## config.mk

```make
export PLATFORM = sky130hd
export DESIGN_NAME = decade_count_monitor
export DESIGN_NICKNAME = d
export VERILOG_FILES = /design/src/rtl/decade_count_monitor.sv
export SDC_FILE = /design/constraint.sdc
export NUM_CORES = 1
export LEC_CHECK = 0
export CORE_UTILIZATION = 52
export DETAILED_ROUTE_END_ITERATION = 6
export PLACE_DENSITY = 0.84
export SYNTH_ARGS = -nofsm -noshare
export SYNTH_HDL_FRONTEND = slang
export SYNTH_SLANG_ARGS = --single-unit
```

## constraint.sdc

```tcl
create_clock -name clock -period 2.5 [get_ports clock]
set_input_delay 0.375 -clock clock [delete_from_list [all_inputs] [get_ports clock]]
set_output_delay 0.375 -clock clock [all_outputs]
set_load 0.02 [all_outputs]
```

## src/rtl/decade_count_monitor.sv

```systemverilog
// rtl/decade_count_monitor.sv - sequence checker for a 4-bit decade counter
// Predicts the next count from each (en, count) sample and flags deviations once locked.
module decade_count_monitor #(
  parameter int LOCK_LEN = 4,
  parameter int ERR_W    = 8,
  parameter int WRAP_W   = 16
) (
  input  logic              clock,
  input  logic              reset_n,
  input  logic              en,
  input  logic [3:0]        count,
  input  logic              clear,
  output logic [3:0]        expected,
  output logic              locked,
  output logic              err_pulse,
  output logic              err_sticky,
  output logic [ERR_W-1:0]  err_count,
  output logic [WRAP_W-1:0] wrap_count,
  output logic              illegal
);

  localparam int MW = $clog2(LOCK_LEN + 1);

  localparam logic [1:0] IDLE   = 2'd0;
  localparam logic [1:0] TRAIN  = 2'd1;
  localparam logic [1:0] LOCKED = 2'd2;

  logic [1:0]    state, state_d;
  logic [MW-1:0] mcnt, mcnt_d;
  logic          prev_nine;
  logic          is_illegal, is_match, err_d, wrap_d;
  logic [3:0]    pred_d;

  always_comb begin
    is_illegal = (count > 4'd9);
    is_match   = (count == expected);
    if (is_illegal)
      pred_d = 4'd0;
    else if (en)
      pred_d = (count == 4'd9) ? 4'd0 : count + 4'd1;
    else
      pred_d = count;

    state_d = state;
    mcnt_d  = mcnt;
    err_d   = 1'b0;
    wrap_d  = 1'b0;
    case (state)
      IDLE: begin
        if (!is_illegal) begin
          state_d = TRAIN;
          mcnt_d  = '0;
        end
      end
      TRAIN: begin
        if (is_illegal) begin
          state_d = IDLE;
        end else if (is_match) begin
          if (mcnt == MW'(LOCK_LEN - 1)) begin
            state_d = LOCKED;
            mcnt_d  = '0;
          end else begin
            mcnt_d = mcnt + MW'(1);
          end
        end else begin
          mcnt_d = '0;
        end
      end
      LOCKED: begin
        if (is_illegal) begin
          state_d = IDLE;
          err_d   = 1'b1;
        end else if (!is_match) begin
          state_d = TRAIN;
          mcnt_d  = '0;
          err_d   = 1'b1;
        end else begin
          wrap_d = prev_nine && (count == 4'd0);
        end
      end
      default: state_d = IDLE;
    endcase
  end

  always_ff @(posedge clock or negedge reset_n) begin
    if (!reset_n) begin
      state      <= IDLE;
      mcnt       <= '0;
      prev_nine  <= 1'b0;
      expected   <= 4'd0;
      locked     <= 1'b0;
      err_pulse  <= 1'b0;
      illegal    <= 1'b0;
      err_sticky <= 1'b0;
      err_count  <= '0;
      wrap_count <= '0;
    end else begin
      state     <= state_d;
      mcnt      <= mcnt_d;
      prev_nine <= en && (count == 4'd9);
      expected  <= pred_d;
      locked    <= (state_d == LOCKED);
      err_pulse <= err_d;
      illegal   <= is_illegal;

      // An event coinciding with clear wins: the counter restarts at 1.
      if (err_d) begin
        err_sticky <= 1'b1;
        if (clear)
          err_count <= ERR_W'(1);
        else if (err_count != '1)
          err_count <= err_count + ERR_W'(1);
      end else if (clear) begin
        err_sticky <= 1'b0;
        err_count  <= '0;
      end

      if (wrap_d) begin
        if (clear)
          wrap_count <= WRAP_W'(1);
        else if (wrap_count != '1)
          wrap_count <= wrap_count + WRAP_W'(1);
      end else if (clear) begin
        wrap_count <= '0;
      end
    end
  end

endmodule

```

==> results of run 1 <==
## routing by layer
metal,up-vias,wire length [µm]
li1,868,-
met1,857,2105
met2,63,2166
met3,8,211
met4,0,90
met5,-,0
## flip-flops by register name, summed over array words and instances (netlist names)
register,flops
wrap_count,16
err_count,8
expected,4
mcnt,3
state,2
err_pulse,1
err_sticky,1
illegal,1
locked,1
prev_nine,1
## area by class of cell
type	instances	area (µm²)
sequential	38	950.9
fill	323	1186
multi-input combinational	159	1137
inverter	5	18.77
timing repair buffer	49	473.0
tap	50	62.56
clock buffer	6	82.58
clock inverter	2	60.06
## power groups by stage
stage,clock (W),sequential [W],combinational (W)
5_1_grt,0.000682,0.000630,0.000122
3_3_place_gp,0,0.000641,0.000110
4_1_cts,0.000654,0.000629,0.000113
2_1_floorplan,0,0.000647,0.0000501
3_5_place_dp,0,0.000641,0.000112
6_report,0.000641,0.000629,0.000112
## final timing paths
| kind | endpoint | slack [ns] | startpoint |
|---|---|---|---|
| hold / removal | mcnt[0] | 0.17 | reset_n |
| setup / recovery | wrap_count[13] | 0.39 | count[2] |
| setup reg to reg | wrap_count[2] | 0.61 | wrap_count[0] |
| hold reg to reg | err_sticky | 0.51 | err_sticky |
| max in group asynchronous | wrap_count[7] | 1.81 | reset_n |
| min in group clock | err_sticky | 0.51 | err_sticky |
## kinds of logic (layout without fill, tap and decap cells)
| kind of cell | after synthesis | after routing | synth area share |
|---|---|---|---|
| compound gates | 42 | 42 | 0.1641 |
| mux | 5 | 5 | 0.02445 |
| fa+ha+maj | 3 | 3 | 0.01746 |
| buf+inv | 12 | 62 | 0.02852 |
| simple gates | 93 | 93 | 0.2579 |
| flops | 38 | 38 | 0.4424 |
| xor+xnor | 16 | 16 | 0.06519 |
## worst max-delay path, stage by stage
cell and delay, ns:
sky130_fd_sc_hd__clkdlybuf4s50_1 0.50, sky130_fd_sc_hd__buf_4 0.19, sky130_fd_sc_hd__nor4_4 0.35, sky130_fd_sc_hd__nand4b_2 0.23, sky130_fd_sc_hd__a2111oi_2 0.43, sky130_fd_sc_hd__xnor2_1 0.16, sky130_fd_sc_hd__nor2_1 0.05
## through the flow
step / hold slack (ns) / setup WS (ns) / utilization / power (W)
3_3_place_gp: 0.4668 / 0.1438 / 0.6654 / 0.0007512
6_report: 0.1740 / 0.3934 / 0.7013 / 0.001382
4_1_cts: 0.1999 / 0.3858 / 0.7013 / 0.001397
2_1_floorplan: 0.07941 / 0.4888 / - / 0.0006974
3_5_place_dp: 0.4874 / 0.09033 / 0.6654 / 0.0007527
5_1_grt: 0.2450 / 0.2939 / 0.7013 / 0.001434
## layout by cell type (no fill, tap or decap), types with 2 or more instances in the layout
| cell | count |
|---|---|
| sky130_fd_sc_hd__o211a_1 | 2 |
| sky130_fd_sc_hd__clkdlybuf4s50_1 | 38 |
| sky130_fd_sc_hd__inv_1 | 5 |
| sky130_fd_sc_hd__o31ai_1 | 2 |
| sky130_fd_sc_hd__buf_4 | 9 |
| sky130_fd_sc_hd__dfrtp_1 | 38 |
| sky130_fd_sc_hd__nand2_1 | 8 |
| sky130_fd_sc_hd__nand3_1 | 18 |
| sky130_fd_sc_hd__nor2b_1 | 6 |
| sky130_fd_sc_hd__nor2_1 | 25 |
| sky130_fd_sc_hd__a211oi_1 | 4 |
| sky130_fd_sc_hd__mux2i_1 | 3 |
| sky130_fd_sc_hd__a2111oi_2 | 4 |
| sky130_fd_sc_hd__a22o_1 | 4 |
| sky130_fd_sc_hd__clkbuf_8 | 6 |
| sky130_fd_sc_hd__a21oi_1 | 7 |
| sky130_fd_sc_hd__o21bai_1 | 2 |
| sky130_fd_sc_hd__xnor2_1 | 12 |
| sky130_fd_sc_hd__o21ai_0 | 6 |
| sky130_fd_sc_hd__xor2_1 | 4 |
| sky130_fd_sc_hd__nor4_2 | 2 |
| sky130_fd_sc_hd__bufinv_16 | 2 |
| sky130_fd_sc_hd__and3_1 | 3 |
| sky130_fd_sc_hd__nand2b_1 | 5 |
| sky130_fd_sc_hd__and4_1 | 3 |
| sky130_fd_sc_hd__nand4_1 | 3 |
| sky130_fd_sc_hd__o211ai_1 | 3 |
| sky130_fd_sc_hd__nor3_1 | 8 |
| sky130_fd_sc_hd__ha_1 | 3 |
## cells in the mapped netlist, drive strengths merged, types with 2 or more instances
cell | count | share of area
inv | 5 | 0.0087
nand3 | 18 | 0.042
xor2 | 4 | 0.016
nor4 | 4 | 0.024
a21oi | 7 | 0.016
o31ai | 2 | 0.0070
clkbuf | 3 | 0.0052
xnor2 | 12 | 0.049
and3 | 3 | 0.0087
buf | 4 | 0.015
o211ai | 3 | 0.010
a22o | 4 | 0.016
mux2 | 2 | 0.010
dfrtp | 38 | 0.44
nand2 | 9 | 0.019
and4 | 3 | 0.012
o211a | 2 | 0.0093
nor3 | 10 | 0.031
nand4 | 4 | 0.019
a2111oi | 5 | 0.032
o21ai | 7 | 0.022
ha | 3 | 0.017
o21bai | 2 | 0.0070
mux2i | 3 | 0.014
nand2b | 5 | 0.015
nor2 | 25 | 0.044
nor2b | 6 | 0.017
a211oi | 5 | 0.023
==> results.rst, run 1 <==
.. list-table::
   :header-rows: 1

   * - Metric
     - Value
   * - Remaining global-route overflow
     - 0
   * - Critical path endpoint category
     - register
   * - Instance area after placement
     - around 0.0026 mm²
   * - Post-route fraction of the period consumed by the critical path
     - 0.8426
   * - Least-Margin Pin Slew
     - a little over 0.8 ns
   * - HPWL after DPL
     - 3163 µm
   * - Non-filler cells, final
     - 309
   * - Grt met2 use
     - 0.3763
   * - Violated checks
     - design-rule violations
   * - Maximum ir drop on the vdd rail
     - 455.8 µV
   * - CTS buffer count
     - 5
   * - Antenna violations before repair
     - 0
   * - Count of standard-cell rows
     - 23
   * - Largest fanout on the critical path
     - 5
   * - Number of distinct library cell variants in the gate-level netlist after synthesis
     - 51
   * - Number of instances in the synthesized netlist
     - around 210
   * - Count of input and output buffers
     - 39
   * - Initial Utilization
     - 0.5413
   * - Clock latency on the worst-skew pair
     - 0.29 ns
   * - Maximum level of the CTS H-tree
     - 2
   * - Routed len/inst
     - 14.80 µm
   * - Clock tree root buffer cell
     - sky130_fd_sc_hd__clkbuf_8
   * - Clock tree from TritonCTS
     - done
   * - Number of inserted diodes
     - 0
   * - Switching portion of total power
     - 0.2093
   * - I/O pin count
     - 40
   * - Clock slew seen by the registers of the worst setup and hold paths
     - about 0.080 ns
   * - Core Region
     - 0.003971 mm²
   * - Crit path arrival time
     - about 2.3 ns
   * - Layout-stage area growth over the synthesis result
     - 29.57%
   * - Relative contribution of combinational cells to total power
     - 0.081
   * - Remaining number of nets flagged by the antenna check after routing
     - 0
   * - Synthesized area per cell
     - 10.28 µm²
   * - Detailed-routing iteration count for the pre-antenna-repair pass
     - 6
   * - Yosys warns
     - 0
   * - Met1 capacity usage during global routing
     - 0.3005
   * - Cell internal power dissipation
     - 0.001093 W
   * - Hold violation count in the final report
     - 0
   * - Fraction of final layout cells sized beyond drive strength 1
     - 0.1313
   * - Finished layout cell area
     - 0.002785 mm²
   * - Number of enable-type register cells in the synthesized netlist
     - 0
   * - Slew Viols, Final
     - 0
   * - Wire length reported by the detailed router
     - 4573 µm
   * - Critical path required time
     - 2.67 ns
   * - Register share of total power
     - 0.455
   * - Die Footprint
     - 0.004395 mm²
   * - First-iteration detailed-routing DRC count
     - about 170
   * - Setup TNS
     - 0 ns
   * - Maximum clock rate
     - 0.4747 GHz
   * - Worst rel slew slack
     - 0.4594
   * - Die X
     - between 60 and 70 µm
   * - Clock share of power
     - 0.464
   * - # clock sinks
     - 38
   * - Number of nets in the synthesized netlist
     - 220
   * - Overall fraction of global-route tracks in use
     - 0.2351
   * - Worst Setup Start Kind
     - primary input
   * - DRC Markers
     - 2
   * - Max-cap violations
     - 0
   * - Register area share after synthesis
     - 0.4424
   * - RD Place Congestion
     - 0.7901
   * - Worst clock skew on the final layout
     - 0.005599 ns
   * - Met3 GRT Util
     - 0.05690
   * - Register bit total from synthesis
     - 38
   * - Maximum buffer depth of the clock tree
     - 2
   * - Top Usage Layer GRT
     - met2
   * - RSZ-0062 raised after global routing
     - false
   * - Hold Path Class
     - primary input to asynchronous set/reset pin
   * - Wire length of the first global-routing pass
     - 7721 µm
   * - CTS Hold Buffers Added
     - 0
   * - Switching Power
     - between 0.0002 and 0.0003 W
   * - Post-cts repair resize count
     - 0
   * - Power density over cell area
     - between 400 and 500 mW/mm²
   * - Worst R2R Path Depth
     - 8
   * - Leakage power
     - 1.151 nW
   * - Height of the chip
     - 66.30 µm
   * - Shortest period the worst path allows
     - 2.107 ns
   * - Placed cell count
     - 301
   * - Nets
     - between 200 and 300
   * - Via density per instance
     - 5.812
   * - Async set-reset flop share out of synthesis
     - 1.000
   * - Final setup violation count
     - 0
   * - Pin count of the biggest net entering global routing
     - 39
   * - Result of the run
     - finished with violations
   * - Primary FF master, synth
     - sky130_fd_sc_hd__dfrtp_1
   * - Worst setup path class
     - primary input to register
   * - Cell area after synthesis
     - between 0.002 and 0.0025 mm²
   * - Detailed-route via count
     - about 1800
   * - Buffer count from post-CTS setup fixing
     - 0
   * - Vias in the first global route
     - between 1500 and 2000
No activity file was read; power rests on OpenSTA's default activity.
==> run 2: changes to the inputs <==
- clock period: 2.5 -> 2.09 ns (I/O delays scaled with it)
==> results.rst, run 2 (synthesis gave the netlist of run 1 again) <==
.. list-table::
   :header-rows: 1

   * - Metric
     - Value
   * - Result of the run
     - finished with violations
   * - Violated checks
     - design-rule violations
   * - Switching portion of total power
     - 0.2460
   * - Multi-input gate area
     - 0.001155 mm²
   * - Slew Viols, Final
     - 0
   * - Number of filler instances in the final layout
     - 299
   * - Overall fraction of global-route tracks in use
     - 0.2423
   * - Nets
     - 282
   * - Final setup violation count
     - 0
   * - CP Launch Point
     - count[3]
   * - Buffer count from post-CTS setup fixing
     - 0
   * - CTS buffer count
     - 5
   * - # clock sinks
     - 38
   * - First-iteration detailed-routing DRC count
     - 140
   * - Commonest cells after routing, fill and taps aside
     - 38 x sky130_fd_sc_hd__dfrtp_1, 38 x sky130_fd_sc_hd__clkdlybuf4s50_1, 25 x sky130_fd_sc_hd__nor2_1
   * - Remaining global-route overflow
     - 0
   * - Worst R2R Path Depth
     - 6
   * - Power density over cell area
     - 500.0 mW/mm²
   * - DRC Markers
     - 2
   * - Remaining number of nets flagged by the antenna check after routing
     - 0
   * - Worst setup path class
     - primary input to register
   * - Worst clock skew on the final layout
     - 0.008758 ns
   * - Die Footprint
     - 0.004395 mm²
   * - Hold violation count in the final report
     - 0
   * - Antenna violations before repair
     - 0
   * - Maximum clock rate
     - ~0.50 GHz
   * - Clock tree from TritonCTS
     - done
   * - Worst rel slew slack
     - 0.4541
   * - Flip-flop count of the largest register after layout
     - 16
   * - Setup TNS
     - 0 ns
   * - Detailed-route via count
     - 1831
   * - Clock latency on the worst-skew pair
     - 0.30 ns
   * - Non-filler cells, final
     - 322
   * - Hold Path Class
     - primary input to asynchronous set/reset pin
   * - Maximum ir drop on the vdd rail
     - roughly 300 µV
   * - Count of input and output buffers
     - 39
   * - Cell internal power dissipation
     - 0.001069 W
   * - Area taken by flip-flops and latches
     - 950.9 µm²
   * - Post-cts repair resize count
     - 0
   * - Worst r2r dst
     - wrap_count[10]
   * - Switching Power
     - 0.0003489 W
   * - Wire length of the first global-routing pass
     - 7886 µm
   * - I/O pin count
     - 40
   * - Wire length reported by the detailed router
     - roughly 4800 µm
   * - Clock tree root buffer cell
     - sky130_fd_sc_hd__clkbuf_8
   * - Initial Utilization
     - 0.5413
   * - Least-Margin Pin Slew
     - just over 0.8 ns
   * - Max-cap violations
     - 0
   * - Detailed-routing iteration count for the pre-antenna-repair pass
     - 6
   * - Count of standard-cell rows
     - 23
   * - RD Place Congestion
     - between 0.8 and 0.9
   * - Clock share of power
     - 0.370
   * - Critical path destination
     - wrap_count[5]
   * - Relative contribution of combinational cells to total power
     - 0.100
   * - Register with the most flip-flops
     - wrap_count
   * - HPWL after DPL
     - 3398 µm
   * - Post-route fraction of the period consumed by the critical path
     - 0.9553
   * - Core Region
     - 0.003971 mm²
   * - Fraction of final layout cells sized beyond drive strength 1
     - 0.1691
   * - Die X
     - 66.30 µm
   * - Largest fanout on the critical path
     - 7
   * - Number of inserted diodes
     - 0
   * - RSZ-0062 raised after global routing
     - true
   * - Maximum level of the CTS H-tree
     - 2
   * - Shortest period the worst path allows
     - 1.997 ns
   * - Pin count of the biggest net entering global routing
     - 39
   * - Largest registers ranked by flip-flop count
     - wrap_count x16, err_count x8, expected x4
   * - Worst Setup Start Kind
     - primary input
   * - Register-to-register path setup slack
     - approximately 0.23 ns
   * - Startpoint of the worst-slack reg-to-reg timing path
     - wrap_count[0]
   * - CP Cell Sequence
     - clkdlybuf4s50_1 -> buf_4 -> nor4_4 -> nand2_4 -> a211oi_4 -> nand3_1 -> mux2_1
   * - Slowest-stage cell, CP
     - sky130_fd_sc_hd__clkdlybuf4s50_1
   * - Critical path required time
     - 2.27 ns
   * - Routed len/inst
     - roughly 15 µm
   * - CTS Hold Buffers Added
     - 0
   * - Maximum buffer depth of the clock tree
     - 2
   * - Via density per instance
     - 5.686
   * - Register share of total power
     - 0.531
   * - Largest stage delay, worst path
     - ~0.46 ns
   * - Crit path arrival time
     - 2.18 ns
   * - Leakage power
     - about 1.2 nW
   * - Critical path endpoint category
     - register
   * - Vias in the first global route
     - 1704
   * - Height of the chip
     - ~66 µm
   * - Clock slew seen by the registers of the worst setup and hold paths
     - 0.07 ns
   * - Placed cell count
     - between 300 and 400
   * - Layout-stage area growth over the synthesis result
     - 31.96%
## run 2: cell count changes in the layout (fill, tap and decap cells not counted)
cell                        previous run  this run
sky130_fd_sc_hd__buf_12                1         0
sky130_fd_sc_hd__buf_4                 9        23
sky130_fd_sc_hd__bufinv_16             2         0
sky130_fd_sc_hd__clkbuf_1              0         1
sky130_fd_sc_hd__clkinv_2              0         1
sky130_fd_sc_hd__nand4b_2              1         0
sky130_fd_sc_hd__nand4b_4              0         1
sky130_fd_sc_hd__nor4_2                2         1
sky130_fd_sc_hd__nor4_4                1         2
## run 2: worst max-delay path, delay by kind of cell
| family | cells | cell delay (ns) |
|---|---|---|
| and+or+nand+nor | 3 | 0.66 |
| buffers and inverters | 2 | 0.64 |
| muxes | 1 | 0.31 |
| AOI/OAI and AO/OA | 1 | 0.25 |
## run 2: final cells by class
cell class / count / share of cell area
Clock buffer: 7 / 0.03044
Clock inverter: 1 / 0.001764
Inverter: 5 / 0.006617
Multi-Input combinational cell: 159 / 0.4071
Sequential cell: 38 / 0.3352
Tap cell: 50 / 0.02206
Timing Repair Buffer: 62 / 0.1967
## run 2: layer usage
layer  vias to the layer above  share of wire  global-route usage
met5                         -              0                   0
met4                         0          0.018              0.1197
li1                        893              -                   -
met3                         8          0.045             0.03966
met1                       877           0.43              0.3051
met2                        53           0.51              0.4005
## run 2: worst min path at each step
| stage | to | slack (ns) |
|---|---|---|
| finish | mcnt[1] | 0.10 |
| global route | state[0] | 0.17 |
| CTS | expected[2] | 0.14 |
| detailed placement | err_count[4] | 0.46 |
| global placement | mcnt[0] | 0.45 |
| floorplan | err_count[0] | 0.02 |
## run 2: per-stage QoR
stage / util / total power (W) / worst slack (ns) / hold WS (ns) / instance area (µm²)
after floorplan: - / 0.0008342 / 0.07883 / 0.01791 / 2150
after global placement: 0.6868 / 0.0009042 / -0.1294 / 0.4489 / 2728
after detailed placement: 0.6868 / 0.0009084 / -0.1857 / 0.4619 / 2728
after CTS: 0.7098 / 0.001428 / 0.1213 / 0.1409 / 2819
after global routing: 0.7142 / 0.001468 / -0.007917 / 0.1741 / 2836
final: 0.7142 / 0.001418 / 0.09348 / 0.1037 / 2836
## run 2: power by group through the flow
stage / combinational, W / sequential [W] / clock (W)
2_1_floorplan: 0.0000600 / 0.000774 / 0
3_3_place_gp: 0.000138 / 0.000767 / 0
3_5_place_dp: 0.000141 / 0.000767 / 0
4_1_cts: 0.000143 / 0.000753 / 0.000532
5_1_grt: 0.000153 / 0.000754 / 0.000561
6_report: 0.000142 / 0.000753 / 0.000524
